File: src/rtl/fpga_rx_controller_if.sv
// fpga_rx_controller_if: serial line, shift-register, consumer handshake and status signals of the receive controller; master = controller, slave = environment
interface fpga_rx_controller_if;
  logic       rx_line;
  logic [7:0] sr_data;
  logic       sr_serial;
  logic       sr_shift;
  logic [7:0] rx_data;
  logic       rx_valid;
  logic       rx_ready;
  logic       frame_err;
  logic       overrun;
  logic       clear_err;
  logic       busy;
  modport master (
    input  rx_line, sr_data, rx_ready, clear_err,
    output sr_serial, sr_shift, rx_data, rx_valid, frame_err, overrun, busy
  );
  modport slave (
    output rx_line, sr_data, rx_ready, clear_err,
    input  sr_serial, sr_shift, rx_data, rx_valid, frame_err, overrun, busy
  );
endinterface

File: src/rtl/fpga_rx_controller.sv
// fpga_rx_controller: serial receive sequencer feeding an external SIPO shift register and a valid/ready consumer; ports clock, reset (async active-low), bus (rx_line, sr_data/sr_serial/sr_shift, rx_data/rx_valid/rx_ready, frame_err, overrun, clear_err, busy); define FPGA_RX_PARITY_EN for an even-parity bit
module fpga_rx_controller #(
  parameter int CLKS_PER_BIT = 16,
  parameter int SYNC_STAGES  = 2
) (
  input logic                  clock,
  input logic                  reset,
  fpga_rx_controller_if.master bus
);
  localparam int CW = $clog2(CLKS_PER_BIT);
  localparam logic [CW-1:0] LAST = CW'(CLKS_PER_BIT - 1);
  localparam logic [CW-1:0] HALF = CW'(CLKS_PER_BIT / 2 - 1);
  typedef enum logic [2:0] {
    IDLE, START, DATA, STOP, BREAK
`ifdef FPGA_RX_PARITY_EN
    , PARITY
`endif
  } state_t;
  state_t state, next_state;
  logic [SYNC_STAGES-1:0] sync_q;
  logic [CW-1:0] cnt;
  logic [2:0] bit_cnt;
  logic line, half_tick, bit_tick, stop_tick, good, load, err_set;
  assign line = sync_q[SYNC_STAGES-1];
`ifdef FPGA_RX_PARITY_EN
  logic par_acc, par_bad, par_tick, par_err;
  assign par_err = par_tick & (line ^ par_acc);
  assign good    = stop_tick & line & ~par_bad;
  assign err_set = (stop_tick & ~line) | par_err;
`else
  assign good    = stop_tick & line;
  assign err_set = stop_tick & ~line;
`endif
  assign load = good & (~bus.rx_valid | bus.rx_ready);
  always_ff @(posedge clock or negedge reset)
    if (!reset) state <= IDLE;
    else state <= next_state;
  always_comb begin
    next_state = state;
    case (state)
      IDLE:   next_state = line ? IDLE : START;
      START:  next_state = (cnt == HALF) ? (line ? IDLE : DATA) : START;
`ifdef FPGA_RX_PARITY_EN
      DATA:   next_state = (cnt == LAST && bit_cnt == 3'd7) ? PARITY : DATA;
      PARITY: next_state = (cnt == LAST) ? STOP : PARITY;
`else
      DATA:   next_state = (cnt == LAST && bit_cnt == 3'd7) ? STOP : DATA;
`endif
      STOP:   next_state = (cnt == LAST) ? (line ? IDLE : BREAK) : STOP;
      BREAK:  next_state = line ? IDLE : BREAK;
      default: next_state = IDLE;
    endcase
  end
  always_comb begin
    half_tick = state == START && cnt == HALF;
    bit_tick  = state == DATA && cnt == LAST;
    stop_tick = state == STOP && cnt == LAST;
`ifdef FPGA_RX_PARITY_EN
    par_tick  = state == PARITY && cnt == LAST;
`endif
    bus.busy  = state != IDLE;
  end
  always_ff @(posedge clock or negedge reset)
    if (!reset) begin
      sync_q        <= '1;
      cnt           <= '0;
      bit_cnt       <= '0;
      bus.sr_serial <= 1'b0;
      bus.sr_shift  <= 1'b0;
      bus.rx_data   <= '0;
      bus.rx_valid  <= 1'b0;
      bus.frame_err <= 1'b0;
      bus.overrun   <= 1'b0;
`ifdef FPGA_RX_PARITY_EN
      par_acc       <= 1'b0;
      par_bad       <= 1'b0;
`endif
    end else begin
      sync_q        <= {sync_q[SYNC_STAGES-2:0], bus.rx_line};
      cnt           <= (state != next_state || cnt == LAST) ? '0 : cnt + 1'b1;
      bit_cnt       <= half_tick ? '0 : bit_tick ? bit_cnt + 3'd1 : bit_cnt;
      bus.sr_serial <= bit_tick ? line : bus.sr_serial;
      bus.sr_shift  <= bit_tick;
      bus.rx_data   <= load ? bus.sr_data : bus.rx_data;
      bus.rx_valid  <= load | (bus.rx_valid & ~bus.rx_ready);
      bus.overrun   <= (good & bus.rx_valid & ~bus.rx_ready) | (bus.overrun & ~bus.clear_err);
      bus.frame_err <= err_set | (bus.frame_err & ~bus.clear_err);
`ifdef FPGA_RX_PARITY_EN
      par_acc       <= half_tick ? 1'b0 : bit_tick ? par_acc ^ line : par_acc;
      par_bad       <= half_tick ? 1'b0 : par_err ? 1'b1 : par_bad;
`endif
    end
endmodule

File: src/flat_wrapper.sv
// flat-port wrapper written by rule: the top's interface ports become plain ports
module fpga_rx_controller_flat 
#(
  parameter int CLKS_PER_BIT = 16,
  parameter int SYNC_STAGES  = 2
)
  (clock, reset, bus_rx_line, bus_sr_data, bus_rx_ready, bus_clear_err, bus_sr_serial, bus_sr_shift, bus_rx_data, bus_rx_valid, bus_frame_err, bus_overrun, bus_busy);
  fpga_rx_controller_if bus_i ();
  input logic clock;
  input logic reset;
  input wire logic [$bits(bus_i.rx_line)-1:0] bus_rx_line;
  input wire logic [$bits(bus_i.sr_data)-1:0] bus_sr_data;
  input wire logic [$bits(bus_i.rx_ready)-1:0] bus_rx_ready;
  input wire logic [$bits(bus_i.clear_err)-1:0] bus_clear_err;
  output wire logic [$bits(bus_i.sr_serial)-1:0] bus_sr_serial;
  output wire logic [$bits(bus_i.sr_shift)-1:0] bus_sr_shift;
  output wire logic [$bits(bus_i.rx_data)-1:0] bus_rx_data;
  output wire logic [$bits(bus_i.rx_valid)-1:0] bus_rx_valid;
  output wire logic [$bits(bus_i.frame_err)-1:0] bus_frame_err;
  output wire logic [$bits(bus_i.overrun)-1:0] bus_overrun;
  output wire logic [$bits(bus_i.busy)-1:0] bus_busy;
  assign bus_i.rx_line = bus_rx_line;
  assign bus_i.sr_data = bus_sr_data;
  assign bus_i.rx_ready = bus_rx_ready;
  assign bus_i.clear_err = bus_clear_err;
  assign bus_sr_serial = bus_i.sr_serial;
  assign bus_sr_shift = bus_i.sr_shift;
  assign bus_rx_data = bus_i.rx_data;
  assign bus_rx_valid = bus_i.rx_valid;
  assign bus_frame_err = bus_i.frame_err;
  assign bus_overrun = bus_i.overrun;
  assign bus_busy = bus_i.busy;
  fpga_rx_controller #(.CLKS_PER_BIT(CLKS_PER_BIT), .SYNC_STAGES(SYNC_STAGES)) u_core (.clock(clock), .reset(reset), .bus(bus_i));
endmodule
File: config.mk
export PLATFORM = sky130hd
export DESIGN_NAME = fpga_rx_controller_flat
export DESIGN_NICKNAME = d
export VERILOG_FILES = /design/src/rtl/fpga_rx_controller_if.sv /design/src/rtl/fpga_rx_controller.sv /design/src/flat_wrapper.sv
export SDC_FILE = /design/constraint.sdc
export NUM_CORES = 1
export LEC_CHECK = 0
export ABC_CLOCK_PERIOD_IN_PS = 2000
export CAP_MARGIN = 40
export CORE_MARGIN = 3
export CORE_UTILIZATION = 46
export CTS_CLUSTER_DIAMETER = 100
export DETAILED_ROUTE_END_ITERATION = 6
export GPL_TIMING_DRIVEN = 0
export PLACE_DENSITY = 0.73
export SYNTH_ARGS = -nofsm -noshare
export SYNTH_HDL_FRONTEND = slang
export SYNTH_SLANG_ARGS = --single-unit
File: constraint.sdc
create_clock -name clock -period 2 [get_ports clock]
set_clock_uncertainty 0.05 [all_clocks]
set_input_delay 0.3 -clock clock [delete_from_list [all_inputs] [get_ports clock]]
set_output_delay 0.3 -clock clock [all_outputs]
set_load 0.02 [all_outputs]
* Word level (Yosys, flattened, before mapping)
Cells that the tools add are included.
** Storage, ports and cells
- Bits in registers :: 25
** Cells by class
- Add/sub/neg operators :: 2
- Eq/ne operators :: 8
- Multiplexer cells :: 10
- Bitwise operators :: 16
- Reductions and logical operators :: 8
** Operators with widths (count)
- $mux W3 :: 5
- $pmux W3 S5 :: 1
- $and A1 B1 Y1 :: 8
- $eq A3 B2 Y1 const B :: 2
- $eq A3 B3 Y1 const B :: 2
- $add A4 B1 Y4 const B :: 1
- $eq A4 B3 Y1 const B :: 1
- $eq A4 B4 Y1 const B :: 1
- $logic_and A1 B1 Y1 :: 4
- $mux W4 :: 1
- $not A1 Y1 :: 4
- $or A1 B1 Y1 :: 4
- $add A3 B1 Y3 const B :: 1
- $eq A3 B1 Y1 const B :: 1
- $logic_not A3 Y1 :: 1
- $ne A3 B3 Y1 :: 1
- $reduce_bool A3 Y1 :: 1
- $mux W1 :: 2
- $mux W2 :: 1
- $reduce_bool A2 Y1 :: 1
- $logic_or A1 B1 Y1 :: 1

* Depth between registers and ports, before layout
Gate-level depths: netlist (run 1).
- Word-level depth :: 7
- Mapped depth :: 5
- Depth with buffers taken out :: 5

* Worst setup path after synthesis (run 1)
OpenSTA, ideal clock, no wires.
- Path kind :: register to register
- From :: reg u_core.cnt[0]
- To :: reg u_core.bus.rx_data[0]
- Data arrival time :: 1.479 ns
- Setup slack :: 0.343 ns
- Cell stages (with the launch flop) :: 6
- Clock period less this slack :: 1.657 ns
- Path through :: dfrtp_1 ha_1 and4_1 and4_1 buf_2 mux2_1
** On the way
- Cells in the longest elaborated chain, start to end :: 4
** Ends and longest elaborated chain
- start, declared :: line fpga_rx_controller.sv:21 : logic [CW-1:0] cnt;
- start signal, assigned :: line fpga_rx_controller.sv:80 : cnt <= (state != next_state || cnt == LAST) ? '0 : cnt + 1'b1;
- $eq A4 B4 Y1 :: line fpga_rx_controller.sv:57 : stop_tick = state == STOP && cnt == LAST;
- $logic_and A1 B1 Y1 :: line fpga_rx_controller.sv:57
- $and A1 B1 Y1 :: line fpga_rx_controller.sv:31 : assign good = stop_tick & line;
- $and A1 B1 Y1 :: line fpga_rx_controller.sv:34 : assign load = good & (~bus.rx_valid | bus.rx_ready);
- end signal, assigned :: line fpga_rx_controller.sv:84 : bus.rx_data <= load ? bus.sr_data : bus.rx_data;
- end, declared :: line fpga_rx_controller_if.sv:16 : output sr_serial, sr_shift, rx_data, rx_valid, frame_err, overrun, busy
No other way between the ends.
A chain may end at the register's enable or synchronous reset.

* Worst setup path in the final report (run 1)
- From :: reg u_core.state[2]
- To :: out bus_busy
** On the way
- Cells in the longest elaborated chain, start to end :: 1
** Ends and longest elaborated chain
- start, declared :: line fpga_rx_controller.sv:19 : state_t state, next_state;
- start signal, assigned :: line fpga_rx_controller.sv:37 : else state <= next_state;
- $reduce_bool A3 Y1 :: line fpga_rx_controller.sv:61 : bus.busy = state != IDLE;
- end, declared :: line flat_wrapper.sv:21 : output wire logic [$bits(bus_i.busy)-1:0] bus_busy;
No other way between the ends.

==> run metrics, run 1 <==
CP endpoint kind=output port; Fmax achieved=523 MHz; fin nets=138; Yosys warning count=0; met2 usage=27.4%; Starting Density=49.5%; ranking of synthesized cells by area=dfrtp_1, mux2_1, dfstp_2; io pins=27; Simple-Gate Fraction of Synth Area=a little under an eighth; post-synthesis compound-gate area fraction=between 10% and 20%; Post-synth top flop=dfrtp_1; initial drt markers=11; post-route cell area=1460 sq um; Clock Sinks=25; final estimated routing congestion in global placement=between 0.7 and 0.8; post-CTS setup buffer count=0; asr flop ratio synth=100%; share of layout cells above drive strength 1=around 12%; antenna fix cells=0; initial antenna violation count=0; Worst VDD drop=639 uV; Placed Area=1440 sq um; GR peak layer=met2; HP Class=in2async; min cycle time layout=1910 ps; largest net degree at the start of global routing=15; Avg Vias per Cell=5.53; multiplexer share of the synthesized area=10.3%; Avg Inst Size Synth=12.5 sq um; number of global-route vias before repair=873; first-pass GRT wire length=between 3 and 4 mm; first-pass iteration count of the detailed router=5; Post-Synthesis Cells=90; Worst EP arrival=1560 ps; # H-tree levels=1; RSZ-0062 raised after global routing=false; sequential fraction of the synthesis area=55.8%; CTS Buf Count=3; dpl hpwl=1.68 mm; drt drc=0; Worst Tran Pin Value=roughly 560 ps; CP startpoint kind=register; FF-to-FF Start=u_core.cnt[0]; met3 usage=3.50%; Final Non-Filler Cells=149; Synth Area in Adders=3.33%; clock buffer depth=2; xor and xnor fraction of the mapped netlist area=under 10%; WHS=273 ps; Worst Setup SP=u_core.state[2]; synthesized flop and latch total=25; WL final=2.19 mm; post-synth top area share=51.1%; Synth top cells by count=dfrtp_1, mux2_1; wire length per cell=14.7 um; most frequent cell after synthesis=dfrtp_1; die width=55.5 um; clock-pin slew on the worst setup and hold paths=130 ps; GRT Total Usage=16.5%; Via Count=824; Max-Cap Viols=0; GR Util met1=19.9%; final design utilization=approximately 64%; Buffers on Ports=26; Post-CTS Hold Buffers=0; worst-path maximum fanout=10; Cell Area, Synth=between 1000 and 1500 sq um; CTS root buf=clkbuf_4; Synth area leader=dfrtp_1; Clk Latency, worst-skew pair=320 ps; Tcrit/Tclk final=95.6%; CTS tree=yes; type of the worst setup path=reg2out; area grow syn2layout=29.9%; WP data required=1650 ps; Reg area=628 sq um; syn_nets=106; final setup fails=0; slack of the worst reg-to-reg path=150 ps; chip height=55.5 um; Setup TNS Final=0 ps; R2R cell count=5; Final Max Tran Viols=0; Fill cells=~190; total core area=approximately 2300 sq um; largest family of logic cells by synthesized area=compound AO/OA/AOI/OAI gates; FF-to-FF End=u_core.bus.rx_data[7]; placed cell count=145; outcome=complete, no violations; post-synthesis cell type count=37; Max-slew headroom=62.6%; total gr overflow=0; Post-synth EDFFs=0; number of hold violations in the final report=0; Pleak=0.000685 uW; die area=3080 sq um; row count=17; pwr dens=around 900 nW/um^2; Multi-input gate area=452 sq um; Antenna Violating Nets Remaining=0
==> worst max-delay path, cell delays in order (launching register included) <==
cell and delay, ps:
dfrtp_1 380, buf_2 180, or3_1 390, clkdlybuf4s15_1 290
==> power breakdown <==
group | switching (uW) | total [uW] | internal [uW]
Combinational | 249 | 477 | 227
Clock | 143 | 221 | 78.2
Sequential | 54.5 | 643 | 588
==> state kept, by name, indices dropped and copies added (netlist names) <==
signal,cells
u_core.bus.rx_valid,1
u_core.sync_q,2
u_core.state,3
u_core.bus.rx_data,8
u_core.bus.frame_err,1
u_core.bus.overrun,1
u_core.cnt,4
u_core.bit_cnt,3
u_core.bus.sr_shift,1
u_core.bus.sr_serial,1
==> how the worst max path moves through the flow <==
stage                       endpoint  slack, ps  cells after the start
2_1_floorplan  u_core.bus.rx_data[0]        340                      5
3_3_place_gp   u_core.bus.rx_data[3]        170                      4
3_5_place_dp   u_core.bus.rx_data[7]        150                      4
4_1_cts                     bus_busy         40                      3
5_1_grt                     bus_busy          4                      3
6_report                    bus_busy         90                      3
==> routing by layer <==
layer	up-vias	wire length [um]
met5	-	0
met4	0	56
met1	399	961
li1	391	-
met3	8	91
met2	26	1080
==> cell families after synthesis <==
kind of cell,count (synthesis)
AO/OA/AOI/OAI,18
AND/OR/NAND/NOR,21
buffers and inverters,10
multiplexers,10
flip-flops,25
XOR/XNOR,3
adder cells (fa/ha/maj),3
==> stage by stage <==
step / setup WS (ps) / total power (uW)
CTS: 39.3 / 1350
global placement: 174 / 1110
detailed placement: 151 / 1130
finish: 87.8 / 1340
global route: 4.37 / 1450
floorplan: 343 / 969
==> layout by cell type (no fill, tap or decap), types with 2 or more instances in the layout <==
cell type and count:
dfrtp_1 23, nand3_1 2, xor2_1 2, a22o_1 2, and4_1 2, a31oi_1 2
clkdlybuf4s50_1 25, o22ai_1 2, buf_2 4, nor2_1 2, clkbuf_1 2, clkbuf_4 3
ha_1 3, nand2_1 4, mux2_1 9, dfstp_2 2, a211o_1 2, inv_1 4
a221oi_1 4
==> layout make-up <==
class	instances	area share, %
tap	28	2.40
buffer	6	2.14
inverter	4	1.03
sequential	25	42.9
clock buffer	4	1.80
multi-input combinational	55	30.9
timing repair buffer	27	18.8
==> repair_timing <==
| action | 4_1_cts | 5_1_grt |
|---|---|---|
| resized for setup | 1 | 1 |
| setup endpoints to repair | 1 | 1 |
| endpoints found under the hold margin | 0 | 0 |
(Power assumes the default switching activity.)
==> run 2: changes to the inputs <==
--- a/config.mk
+++ b/config.mk
@@ -13,6 +13,7 @@
 export DETAILED_ROUTE_END_ITERATION = 6
 export GPL_TIMING_DRIVEN = 0
 export PLACE_DENSITY = 0.73
+export REMOVE_ABC_BUFFERS = 1
 export SYNTH_ARGS = -nofsm -noshare
 export SYNTH_HDL_FRONTEND = slang
 export SYNTH_SLANG_ARGS = --single-unit
==> run metrics, run 2 (synthesis gave the netlist of run 1 again) <==
outcome=complete, no violations; Worst EP arrival=1540 ps; Pleak=0.000655 uW; post-layout total power=1320 uW; antenna fix cells=0; Avg Vias per Cell=5.66; RSZ-0062 raised after global routing=false; WHS=293 ps; Antenna Violating Nets Remaining=0; CTS root buf=clkbuf_4; number of global-route vias before repair=between 800 and 900; Clock Sinks=25; min cycle time layout=1890 ps; CP startpoint kind=register; Fmax achieved=around 530 MHz; die width=~55 um; Via Count=810; initial drt markers=21; total core area=approximately 2300 sq um; largest register by flop count=u_core.bus.rx_data; WP data required=1650 ps; Worst VDD drop=between 700 and 800 uV; Buffers on Ports=26; Final Max Tran Viols=0; Largest register FFs=8; post-CTS setup buffer count=0; first-pass iteration count of the detailed router=4; area grow syn2layout=27.4%; HP Class=in2async; io pins=27; dpl hpwl=1.61 mm; pwr dens=roughly 900 nW/um^2; fin nets=132; clock-pin slew on the worst setup and hold paths=140 ps; drt drc=0; Starting Density=49.5%; type of the worst setup path=reg2out; chip height=55.5 um; CP endpoint kind=output port; final estimated routing congestion in global placement=between 0.7 and 0.8; Max-Cap Viols=0; die area=just over 3000 sq um; largest net degree at the start of global routing=14; number of hold violations in the final report=0; Clk Latency, worst-skew pair=310 ps; GRT Total Usage=between 10% and 20%; # H-tree levels=1; commonest non-fill, non-tap cells in the layout=clkdlybuf4s50_1, dfrtp_1, mux2_1; worst-path maximum fanout=10; Setup TNS Final=0 ps; row count=17; CTS Buf Count=3; CTS tree=yes; final setup fails=0; Largest regs=u_core.bus.rx_data x8, u_core.cnt x4; wire length per cell=around 15 um; WL final=between 2 and 2.5 mm; total gr overflow=0; initial antenna violation count=0; Worst Tran Pin Value=591 ps; Tcrit/Tclk final=94.3%; share of layout cells above drive strength 1=11.3%; clock buffer depth=2; Max-slew headroom=60.5%; first-pass GRT wire length=between 3 and 4 mm; most common cell after layout, fill and taps aside=clkdlybuf4s50_1
## run 2: cell types whose count changed in the layout (fill, tap and decap cells not counted)
cell / previous run / this run
and4_1: 2 / 1
and4_2: 0 / 1
buf_2: 4 / 0
buf_4: 1 / 0
clkbuf_1: 2 / 1
clkdlybuf4s15_1: 1 / 0
dfrtp_1: 23 / 20
dfrtp_2: 0 / 3
dlygate4sd2_1: 0 / 1
## run 2: area by class of cell
cell class | count | area (sq um)
Sequential cell | 25 | 632
Multi-Input combinational cell | 55 | 453
Inverter | 4 | 15.0
Timing Repair Buffer | 27 | 274
Clock buffer | 4 | 26.3
Tap cell | 28 | 35.0
Fill cell | 180 | 841
## run 2: routing by layer
layer,global-route usage (%),vias up,share of wire (%)
li1,-,381,-
met3,2.80,2,4.9
met4,5.21,0,0.81
met1,19.6,394,46
met2,25.5,33,49
met5,0,-,0
## run 2: final timing paths
kind / from / to / cells after the start / slack, ps
min in group clock: u_core.sync_q[0] / u_core.sync_q[1] / 0 / 330
worst min-delay path: reset / u_core.bit_cnt[0] / 1 / 290
worst max register to register: u_core.cnt[0] / u_core.cnt[0] / 4 / 170
worst min register to register: u_core.sync_q[0] / u_core.sync_q[1] / 0 / 330
max in group asynchronous: reset / u_core.sync_q[1] / 2 / 1030
worst max-delay path: u_core.state[2] / bus_busy / 2 / 110
## run 2: where the power goes
| part | leakage, uW | total (uW) | switching, uW | internal, uW |
|---|---|---|---|---|
| Combinational | 0.000313 | 388 | 185 | 203 |
| Clock | 0.0000150 | 220 | 142 | 77.8 |
| Sequential | 0.000327 | 708 | 116 | 593 |
| Total | 0.000655 | 1320 | 443 | 873 |
## run 2: worst max-delay path, cell delays in order, from the launching register on
cell and delay (ps):
dfrtp_2 500, or3_1 390, dlygate4sd2_1 330
## run 2: what timing repair did
item | CTS | global route
hold buffers | 0 | 0
resized for setup | 4 | 1
setup endpoints to repair | 1 | 8
pin swaps | 0 | 0
## run 2: per-stage QoR
stage | instance area (sq um) | std cells | setup WS (ps) | util (%)
after floorplan | 1090 | 84 | 324 | -
after global placement | 1390 | 138 | 134 | 61.1
after detailed placement | 1410 | 139 | 123 | 61.7
after CTS | 1430 | 143 | 97.4 | 63.0
after global routing | 1440 | 143 | 32.0 | 63.1
final | 1440 | 143 | 114 | 63.1
==> run 3: changes to the inputs <==
--- a/config.mk
+++ b/config.mk
@@ -9,10 +9,11 @@
 export CAP_MARGIN = 40
 export CORE_MARGIN = 3
 export CORE_UTILIZATION = 46
-export CTS_CLUSTER_DIAMETER = 100
+export CTS_CLUSTER_DIAMETER = 50
 export DETAILED_ROUTE_END_ITERATION = 6
 export GPL_TIMING_DRIVEN = 0
 export PLACE_DENSITY = 0.73
+export RECOVER_POWER = 100
 export REMOVE_ABC_BUFFERS = 1
 export SYNTH_ARGS = -nofsm -noshare
 export SYNTH_HDL_FRONTEND = slang
==> run metrics, run 3 (synthesis gave the netlist of run 1 again) <==
outcome=complete, no violations; share of layout cells above drive strength 1=9.57%; Clk Latency, worst-skew pair=320 ps; CTS tree=yes; post-CTS setup buffer count=0; min cycle time layout=1900 ps; Slowest-stage cell, CP=dfrtp_2; area grow syn2layout=26.1%; HP Class=reg2reg; Clock Sinks=25; first-pass iteration count of the detailed router=4; dpl hpwl=1.61 mm; Starting Density=about half; CP endpoint kind=output port; most common cell after layout, fill and taps aside=dfrtp_1; number of global-route vias before repair=804; Multi-input gate area=449 sq um; R2R cell count=4; CP startpoint kind=register; largest register by flop count=u_core.bus.rx_data; GRT Total Usage=15.2%; Max-slew headroom=53.3%; total gr overflow=0; CTS Buf Count=3; Antenna Violating Nets Remaining=0; fin nets=around 130; WP data required=about 1700 ps; Setup TNS Final=0 ps; die width=55.5 um; Via Count=808; post-route cell area=1420 sq um; clock-pin slew on the worst setup and hold paths=140 ps; Placed Area=around 1400 sq um; Max-Cap Viols=0; Tcrit/Tclk final=approximately 95%; type of the worst setup path=reg2out; Buffers on Ports=26; commonest non-fill, non-tap cells in the layout=dfrtp_1, dlygate4sd3_1, mux2_1, clkdlybuf4s50_1; Hold Path Depth=0; Cell Chain, Critical Path=or3_1, dlygate4sd2_1; Fill cells=~180; io pins=27; pwr dens=914 nW/um^2; row count=17; Pleak=between 0.0006 and 0.0007 uW; final estimated routing congestion in global placement=0.715; first-pass GRT wire length=3.76 mm; post-layout total power=1300 uW; Avg Vias per Cell=approximately 5.7; Largest register FFs=8; wire length per cell=14.6 um; clock buffer depth=2; WHS=328 ps; largest net degree at the start of global routing=14; total core area=2280 sq um; CTS root buf=clkbuf_4; Fmax achieved=around 530 MHz; drt drc=0; delay of the slowest cell on the worst path=roughly 500 ps; initial drt markers=23; Largest regs=u_core.bus.rx_data x8, u_core.cnt x4; # H-tree levels=1; die area=3080 sq um; Worst VDD drop=710 uV; Final Max Tran Viols=0; final setup fails=0; Worst Tran Pin Value=around 700 ps; Worst EP arrival=1550 ps; WL final=2.09 mm; Reg area=632 sq um; RSZ-0062 raised after global routing=false; chip height=between 50 and 60 um; worst-path maximum fanout=10; final design utilization=62.4%; number of hold violations in the final report=0; initial antenna violation count=0; antenna fix cells=0
[run 3: cell count changes in the layout (fill, tap and decap cells not counted)]
cell and delta:
clkdlybuf4s50_1 -15, o21ai_1 -1, o21ai_0 +1, mux2_4 -1, clkbuf_1 +1, buf_8 -1, and2_1 -1, mux2_1 +1
dlygate4sd3_1 +15, and2_0 +1
[run 3: path summary, 6_finish.rpt]
kind | slack, ps | startpoint | to
worst max register to register | 180 | u_core.cnt[0] | u_core.bus.rx_data[4]
max in group asynchronous | 530 | reset | u_core.state[1]
worst max-delay path | 100 | u_core.state[2] | bus_busy
worst min register to register | 330 | u_core.sync_q[0] | u_core.sync_q[1]
min in group asynchronous | 340 | reset | u_core.bit_cnt[0]
worst min-delay path | 330 | u_core.sync_q[0] | u_core.sync_q[1]
[run 3: routing by layer]
metal | GRT usage (%) | up-vias | routed length (um) | part of all wire (%)
met2 | 25.5 | 28 | 1020 | 49
met1 | 19.6 | 396 | 946 | 45
met4 | 5.21 | 0 | 23 | 1.1
met3 | 2.80 | 4 | 102 | 4.9
li1 | - | 380 | - | -
met5 | 0 | - | 0 | 0
[run 3: layout make-up]
cell class / instances / area share, %
Clock buffer: 4 / 1.85
Timing Repair Buffer: 27 / 18.5
Tap cell: 28 / 2.47
Inverter: 4 / 1.06
Sequential cell: 25 / 44.5
Multi-Input combinational cell: 55 / 31.6
[run 3: what timing repair did]
action,in CTS,in global routing
resized for setup,4,1
endpoints found under the setup margin,1,8
hold buffers,0,0
[run 3: critical path: cells and delay by family (launching register included)]
family | cells | cell delay [ps]
buf+inv | 1 | 330
simple gates | 1 | 390
flops | 1 | 510
[run 3: report_power, final]
| group | leakage (uW) | total [uW] | switching [uW] | internal, uW |
|---|---|---|---|---|
| Clock | 0.0000150 | 223 | 145 | 77.8 |
| Sequential | 0.000327 | 706 | 113 | 593 |
| Combinational | 0.000352 | 370 | 182 | 188 |
[run 3: metrics by stage]
step / worst slack [ps] / instances
floorplan: 324 / 84
global placement: 134 / 138
detailed placement: 123 / 139
CTS: 97.4 / 143
global route: 30.5 / 143
finish: 102 / 143
